`src/rtl/vsap_pkg.sv`:
```
// vsap_pkg: FSM state encodings, opcode/function codes and the immediate sign-extend helper
// shared by vsap_core and vsap_alu.
package vsap_pkg;
   typedef enum logic [2:0] {S_IF, S_ID, S_EX, S_MEM, S_WB} state_e;
   localparam logic [2:0] OP_LW = 3'd0, OP_SW = 3'd1, OP_BEQZ = 3'd2, OP_ALU = 3'd3,
                          OP_ADDI = 3'd4, OP_SUBI = 3'd5, OP_BNEZ = 3'd6, OP_ILL = 3'd7;
   localparam logic [2:0] F_ADD = 3'd0, F_SUB = 3'd1, F_AND = 3'd2, F_OR = 3'd3,
                          F_XOR = 3'd4, F_NOT = 3'd5, F_SRL = 3'd6, F_SRA = 3'd7;
   // Sign-extends the low w bits of v to 64 bits; callers size-cast to their own width.
   function automatic logic [63:0] sext(input logic [63:0] v, input int w);
      return 64'($signed(v << (64 - w)) >>> (64 - w));
   endfunction
endpackage

```
`src/rtl/vsap_alu.sv`:
```
// vsap_alu: combinational EX-stage datapath producing ALUOutput for memory, immediate
// and register-register opcodes.
module vsap_alu import vsap_pkg::*; #(
   parameter int DW = 8
) (
   input  logic [2:0]    op_i,
   input  logic [2:0]    fun_i,
   input  logic [DW-1:0] a_i,
   input  logic [DW-1:0] b_i,
   input  logic [DW-1:0] imm_i,
   output logic [DW-1:0] res_o
);
   logic [DW-1:0] fn_r;
   always_comb begin
      case (fun_i)
         F_ADD:   fn_r = a_i + b_i;
         F_SUB:   fn_r = a_i - b_i;
         F_AND:   fn_r = a_i & b_i;
         F_OR:    fn_r = a_i | b_i;
         F_XOR:   fn_r = a_i ^ b_i;
         F_NOT:   fn_r = ~a_i;
         F_SRL:   fn_r = {1'b0, a_i[DW-1:1]};
         default: fn_r = {a_i[DW-1], a_i[DW-1:1]};
      endcase
      res_o = op_i == OP_SUBI ? a_i - imm_i : op_i == OP_ALU ? fn_r : a_i + imm_i;
   end
endmodule

```
`src/rtl/vsap_core.sv`:
```
// vsap_core: non-pipelined IF/ID/EX/MEM/WB processor with ready/ack memory handshakes.
// Define VSAP_TRAP_EN to make opcode 7 raise a sticky trap and halt in EX; otherwise it is a NOP.
module vsap_core import vsap_pkg::*; #(
   parameter  int DW      = 8,
   parameter  int PCW     = 6,
   parameter  int NREG    = 4,
   parameter  int PC_STEP = 2,
   localparam int RAW     = $clog2(NREG),
   localparam int IW      = 3*RAW+6,
   localparam int IMMW    = RAW+3
) (
   input  logic           clock,
   input  logic           reset_n,
   output logic [PCW-1:0] imem_addr,
   output logic           imem_req,
   input  logic           imem_ack,
   input  logic [IW-1:0]  instruction,
   output logic [DW-1:0]  dmem_addr,
   output logic           dmem_req,
   output logic           dmem_wr,
   input  logic           dmem_ack,
   input  logic [DW-1:0]  datain,
   output logic [DW-1:0]  dataout,
   output logic           retire,
   output logic           trap
);
   state_e         state_q, state_d;
   logic [PCW-1:0] pc_q, pc_d, npc_q, npc_d, br_tgt;
   logic [IW-1:0]  ir_q, ir_d;
   logic [DW-1:0]  a_q, a_d, b_q, b_d, alu_q, alu_d, lmd_q, lmd_d, imm, alu_res;
   logic [DW-1:0]  rf_q [NREG];
   logic [DW-1:0]  rf_d [NREG];
   logic           cond_q, cond_d, ill, is_mem, is_br, wen;
   logic [2:0]     op, fun;
   logic [RAW-1:0] s1, s2, d, wsel;

   assign op     = ir_q[IW-1 -: 3];
   assign s1     = ir_q[IW-4 -: RAW];
   assign s2     = ir_q[IW-4-RAW -: RAW];
   assign d      = ir_q[RAW+2:3];
   assign fun    = ir_q[2:0];
   assign imm    = DW'(sext(64'(ir_q[IMMW-1:0]), IMMW));
   assign br_tgt = npc_q + PCW'(sext(64'(ir_q[IMMW-1:0]), IMMW) << 1);
   assign is_mem = op == OP_LW || op == OP_SW;
   assign is_br  = op == OP_BEQZ || op == OP_BNEZ;
   assign wen    = op == OP_ALU || op == OP_ADDI || op == OP_SUBI || op == OP_LW;
   assign wsel   = op == OP_ALU ? d : s2;

   vsap_alu #(.DW(DW)) u_alu (
      .op_i (op),
      .fun_i(fun),
      .a_i  (a_q),
      .b_i  (b_q),
      .imm_i(imm),
      .res_o(alu_res)
   );

`ifdef VSAP_TRAP_EN
   logic trap_q;
   assign ill  = op == OP_ILL;
   assign trap = trap_q;
   always_ff @(posedge clock) trap_q <= reset_n && (trap_q || (state_q == S_EX && ill));
`else
   assign ill  = 1'b0;
   assign trap = 1'b0;
`endif

   always_comb begin
      state_d = state_q;
      pc_d    = pc_q;
      npc_d   = npc_q;
      ir_d    = ir_q;
      a_d     = a_q;
      b_d     = b_q;
      alu_d   = alu_q;
      lmd_d   = lmd_q;
      cond_d  = cond_q;
      rf_d    = rf_q;
      case (state_q)
         S_IF: if (imem_ack) begin
            ir_d    = instruction;
            npc_d   = pc_q + PCW'(PC_STEP);
            state_d = S_ID;
         end
         S_ID: begin
            a_d     = rf_q[s1];
            b_d     = rf_q[s2];
            state_d = S_EX;
         end
         S_EX: begin
            alu_d   = is_br ? DW'(br_tgt) : alu_res;
            cond_d  = is_br ? (op == OP_BNEZ) ^ (a_q == '0) : cond_q;
            state_d = ill ? S_EX : S_MEM;
         end
         S_MEM: if (!is_mem || dmem_ack) begin
            lmd_d   = op == OP_LW ? datain : lmd_q;
            pc_d    = is_br && cond_q ? PCW'(alu_q) : npc_q;
            state_d = S_WB;
         end
         S_WB: begin
            if (wen && wsel != '0) rf_d[wsel] = op == OP_LW ? lmd_q : alu_q;
            state_d = S_IF;
         end
         default: state_d = S_IF;
      endcase
   end

   always_ff @(posedge clock) begin
      if (!reset_n) begin
         state_q <= S_IF;
         pc_q    <= '0;
         npc_q   <= '0;
         ir_q    <= '0;
         a_q     <= '0;
         b_q     <= '0;
         alu_q   <= '0;
         lmd_q   <= '0;
         cond_q  <= 1'b0;
         rf_q    <= '{default: '0};
      end else begin
         state_q <= state_d;
         pc_q    <= pc_d;
         npc_q   <= npc_d;
         ir_q    <= ir_d;
         a_q     <= a_d;
         b_q     <= b_d;
         alu_q   <= alu_d;
         lmd_q   <= lmd_d;
         cond_q  <= cond_d;
         rf_q    <= rf_d;
      end
   end

   assign imem_addr = pc_q;
   assign imem_req  = state_q == S_IF;
   assign dmem_addr = alu_q;
   assign dmem_req  = state_q == S_MEM && is_mem;
   assign dmem_wr   = dmem_req && op == OP_SW;
   assign dataout   = b_q;
   assign retire    = state_q == S_WB;

   always_ff @(posedge clock) begin
      if (reset_n) begin
         assert (state_q inside {S_IF, S_ID, S_EX, S_MEM, S_WB});
         assert (!dmem_req || state_q == S_MEM);
         assert (!retire || state_q == S_WB);
         assert (rf_q[0] == '0);
      end
   end
endmodule

```
`config.mk`:
```
export PLATFORM = sky130hd
export DESIGN_NAME = vsap_core
export DESIGN_NICKNAME = d
export VERILOG_FILES = /design/src/rtl/vsap_pkg.sv /design/src/rtl/vsap_alu.sv /design/src/rtl/vsap_core.sv
export SDC_FILE = /design/constraint.sdc
export NUM_CORES = 1
export LEC_CHECK = 0
export ABC_AREA = 0
export BUFFER_PORTS_ARGS = -buffer_cell sky130_fd_sc_hd__buf_2
export CAP_MARGIN = 40
export CORE_AREA = 2 2 104 106
export CTS_CLUSTER_SIZE = 10
export DETAILED_ROUTE_END_ITERATION = 10
export DIE_AREA = 0 0 106 108
export PLACE_DENSITY_LB_ADDON = 0.08
export SKIP_LAST_GASP = 1
export SLEW_MARGIN = 5
export SYNTH_ARGS = -nofsm -noshare
export SYNTH_HDL_FRONTEND = slang
export SYNTH_SLANG_ARGS = --single-unit
```
`constraint.sdc`:
```
create_clock -name clock -period 2.8 [get_ports clock]
set_input_delay 0.14 -clock clock [delete_from_list [all_inputs] [get_ports clock]]
set_output_delay 0.14 -clock clock [all_outputs]
set_load 0.03 [all_outputs]
```
==> results.md <==
- Worst EP arrival: 2.94 ns
- Cell Area, Synth: 0.00603 mm^2
- Reg2reg setup slack: 0.12 ns
- Sequential area share after synthesis: 0.305
- Worst rel slew slack: 0.525
- Yosys warns: 0
- Seq pwr share: 0.505
- Ys flop type: dfxtp_1
- Vias in the first global route: 5051
- HP Class: in -> reg
- Slew @ Worst Pin: 0.711 ns
- CP bufs+invs: 1
- Core Area: 0.0102 mm^2
- Max Freq: 0.373 GHz
- Nets: 815
- Port Buffers: 49
- Fillcell total: 892
- Post-synth EDFFs: 0
- Run status: finished clean
- Skew final: 0.0108 ns
- WS Path Type: reg -> reg
- Logic gate share of total power: 0.164
- Cell Rows: 37
- Vias: 5249
- RSZ-0062 raised after global routing: false
- Area of the multi-input gates: 0.00386 mm^2
- TritonCTS clock tree: done
- Synth-to-Final Area Change: 10.6%
- Initial Utilization: 0.590
- Dpl hpwl: 12300 um
- Power, Total: 2.77 mW
- Die area: 0.0114 mm^2
- PwrDens: 415 mW/mm^2
- Total net switching power: 0.837 mW
- Setup violations, final: 0
- N_diodes: 0
- FFs w/ async S/R, synth: 0
- 1st-pass router iterations: 7
- Unique masters post-synth: 78
- Clk Latency, worst-skew pair: 0.37 ns
- Syn Nets: 767
- Setup TNS: 0 ns
- Leakage: 2.77 nW
- Hold Fails Final Rpt: 0
- Worst-path fanout max: 5
- #FFs+latches synth: 92
- # IOs: 51
- Drt total wl: 16600 um
- First-pass GRT wire length: 26300 um
- Chip Height: 108 um
- CP Launch Type: register
- Register area: 0.00185 mm^2
- Worst vdd ir: 0.434 mV
- Worst Path Required: 3.06 ns
- Die W: 106 um
- Worst-path clk slew: 0.10 ns
- Longest Clk Path Bufs: 2
- Max cap viols: 0
- Mean post-synth cell area: 8.67 um^2
- Hold WS: 0.0160 ns
- Net Sw Frac: 0.302
- Slew Viols, Final: 0
- Crit path max-delay family: compound AO/OA/AOI/OAI gates
- WL/cell: 18.8 um
- Crit-path cells: buf_4 -> nor2_1 -> a41oi_1 -> xnor2_1 -> ha_1 -> or4_4 -> o22ai_2 -> xnor2_1 -> a221oi_1 -> a211o_1 -> nand3_1
- Post-route minimum period: 2.68 ns
- DRC violations left: 0
- Initial antenna violation count: 0
- Placer Congestion: 0.916
- H-tree depth: 3
- Layout cells sized above 1: 0.179
- Via-per-instance ratio: 5.94
- Crit share post-route: 0.957
- TritonCTS buffer count: 9
- Pin count of the biggest net entering global routing: 43
- Root Driver: clkbuf_8
- All-layer global routing usage: 0.299
- CP Capture Type: register
- Critical Path Slowest Stage Cell: or4_4
- Clock power share: 0.331
- DRT antenna net count: 0
- P_int: 1.93 mW
- Detailed Route Iter0 Violations: 425
- Critical path's most frequent cell: xnor2_1
- Global route overflow: 0
- Clk sinks: 92
- Largest stage delay on the critical path: 0.52 ns
- Post-Syn Instances: 696
## layout by cell type (no fill, tap or decap), drive strengths merged, types with 3 or more instances in the layout
cell         Yosys  routed
o211ai           5       5
mux4            16      16
xnor2           16      16
xor2             9       9
clkbuf          19       9
nor2b            8       8
dfxtp           92      92
a221o            3       3
nor4             3       3
a21oi           73      73
nor3            15      15
nor2            70      70
inv             32      36
a22oi            3       3
nand2           81      81
nand3           19      19
nand2b           5       5
o21bai           4       4
dlygate4sd3      0       7
a221oi           4       4
ha              43      43
mux2             9       9
o22ai            9       9
and2            11      11
o21a             6       6
o21ai           22      22
nand3b           3       3
fa               4       4
buf             20      69
nor3b            8       8
or4              3       3
a31oi            6       6
mux2i           36      36
a211oi           6       6
## worst register-to-register path: cells and delay by family, from the launching register on
kind	cells	cell delay (ns)
simple gates	3	0.80
compound gates	4	0.83
buf+inv	1	0.15
flops	1	0.32
fa+ha+maj	1	0.25
xor+xnor	2	0.25
## flip-flops by register name (all words and copies together) (netlist names)
signal     cells
dataout        8
npc_q          6
cond_q         1
ir_q          12
dmem_addr      8
state_q        3
a_q            8
rf_q          32
lmd_q          8
imem_addr      6
## metrics by stage
step                      utilization  instances  area (um^2)  setup WS, ns
after floorplan                     -        696         6030        0.0568
after global placement          0.623        860         6370         0.159
after detailed placement        0.623        860         6370         0.146
after CTS                       0.649        882         6640         0.104
after global routing            0.652        884         6670        0.0161
final                           0.652        884         6670         0.121
## power groups by stage
stage / clock network [mW] / logic, mW / registers (mW)
after floorplan: 0 / 0.336 / 1.41
after global placement: 0 / 0.435 / 1.43
after detailed placement: 0 / 0.439 / 1.43
after CTS: 0.934 / 0.450 / 1.40
after global routing: 0.996 / 0.492 / 1.41
final: 0.916 / 0.455 / 1.40
## final timing paths
kind,startpoint,end,cells after the start
max,dataout[0]$_SDFFE_PN0P_,dmem_addr[7]$_SDFFE_PN0P_,11
max reg2reg,dataout[0]$_SDFFE_PN0P_,dmem_addr[7]$_SDFFE_PN0P_,11
min,datain[4],lmd_q[4]$_SDFFE_PN0P_,3
min reg2reg,rf_q[31]$_SDFFE_PN0P_,rf_q[31]$_SDFFE_PN0P_,1
## routing by layer
| metal | vias to the layer above | global-route usage | share of wire |
|---|---|---|---|
| li1 | 2567 | - | - |
| met1 | 2490 | 0.395 | 0.44 |
| met2 | 159 | 0.505 | 0.49 |
| met3 | 33 | 0.0434 | 0.048 |
| met4 | 0 | 0.107 | 0.026 |
| met5 | - | 0 | 0 |
## synth_stat cells (all sizes together) (8+ instances only)
library cell | number | area (um^2)
nand2 | 81 | 314
o22ai | 9 | 62.6
mux2i | 36 | 360
inv | 32 | 120
xor2 | 9 | 78.8
xnor2 | 16 | 140
and2 | 11 | 68.8
nor3 | 15 | 86.3
nor2b | 8 | 55.1
buf | 20 | 148
dfxtp | 92 | 1840
mux4 | 16 | 360
mux2 | 9 | 101
nor2 | 70 | 263
a21oi | 73 | 369
o21ai | 22 | 133
nor3b | 8 | 76.3
nand3 | 19 | 100
clkbuf | 19 | 72.6
ha | 43 | 538
## cell type report
type,count,share of cell area
inverters,33,0.0186
clock inverters,6,0.0109
well taps,136,0.0255
multi-input cells,532,0.578
flip-flops and latches,92,0.277
repair buffers,76,0.0716
clock buffers,9,0.0186
## what timing repair did
| action | 4_1_cts | 5_1_grt |
|---|---|---|
| resized for setup | 0 | 5 |
| hold buffers | 7 | 0 |
| hold endpoints to repair | 7 | 0 |
| setup buffers | 0 | 2 |
| endpoints found under the setup margin | 0 | 2 |
## kinds of logic after synthesis
family | Yosys count | share of synthesized area
flops | 92 | 0.305
buf+inv | 72 | 0.0570
fa+ha+maj | 47 | 0.102
other cells | 1 | 0.000622
compound gates | 163 | 0.173
simple gates | 235 | 0.189
xor+xnor | 25 | 0.0363
mux | 61 | 0.136
Note: power is estimated with default switching activity, not from simulation.
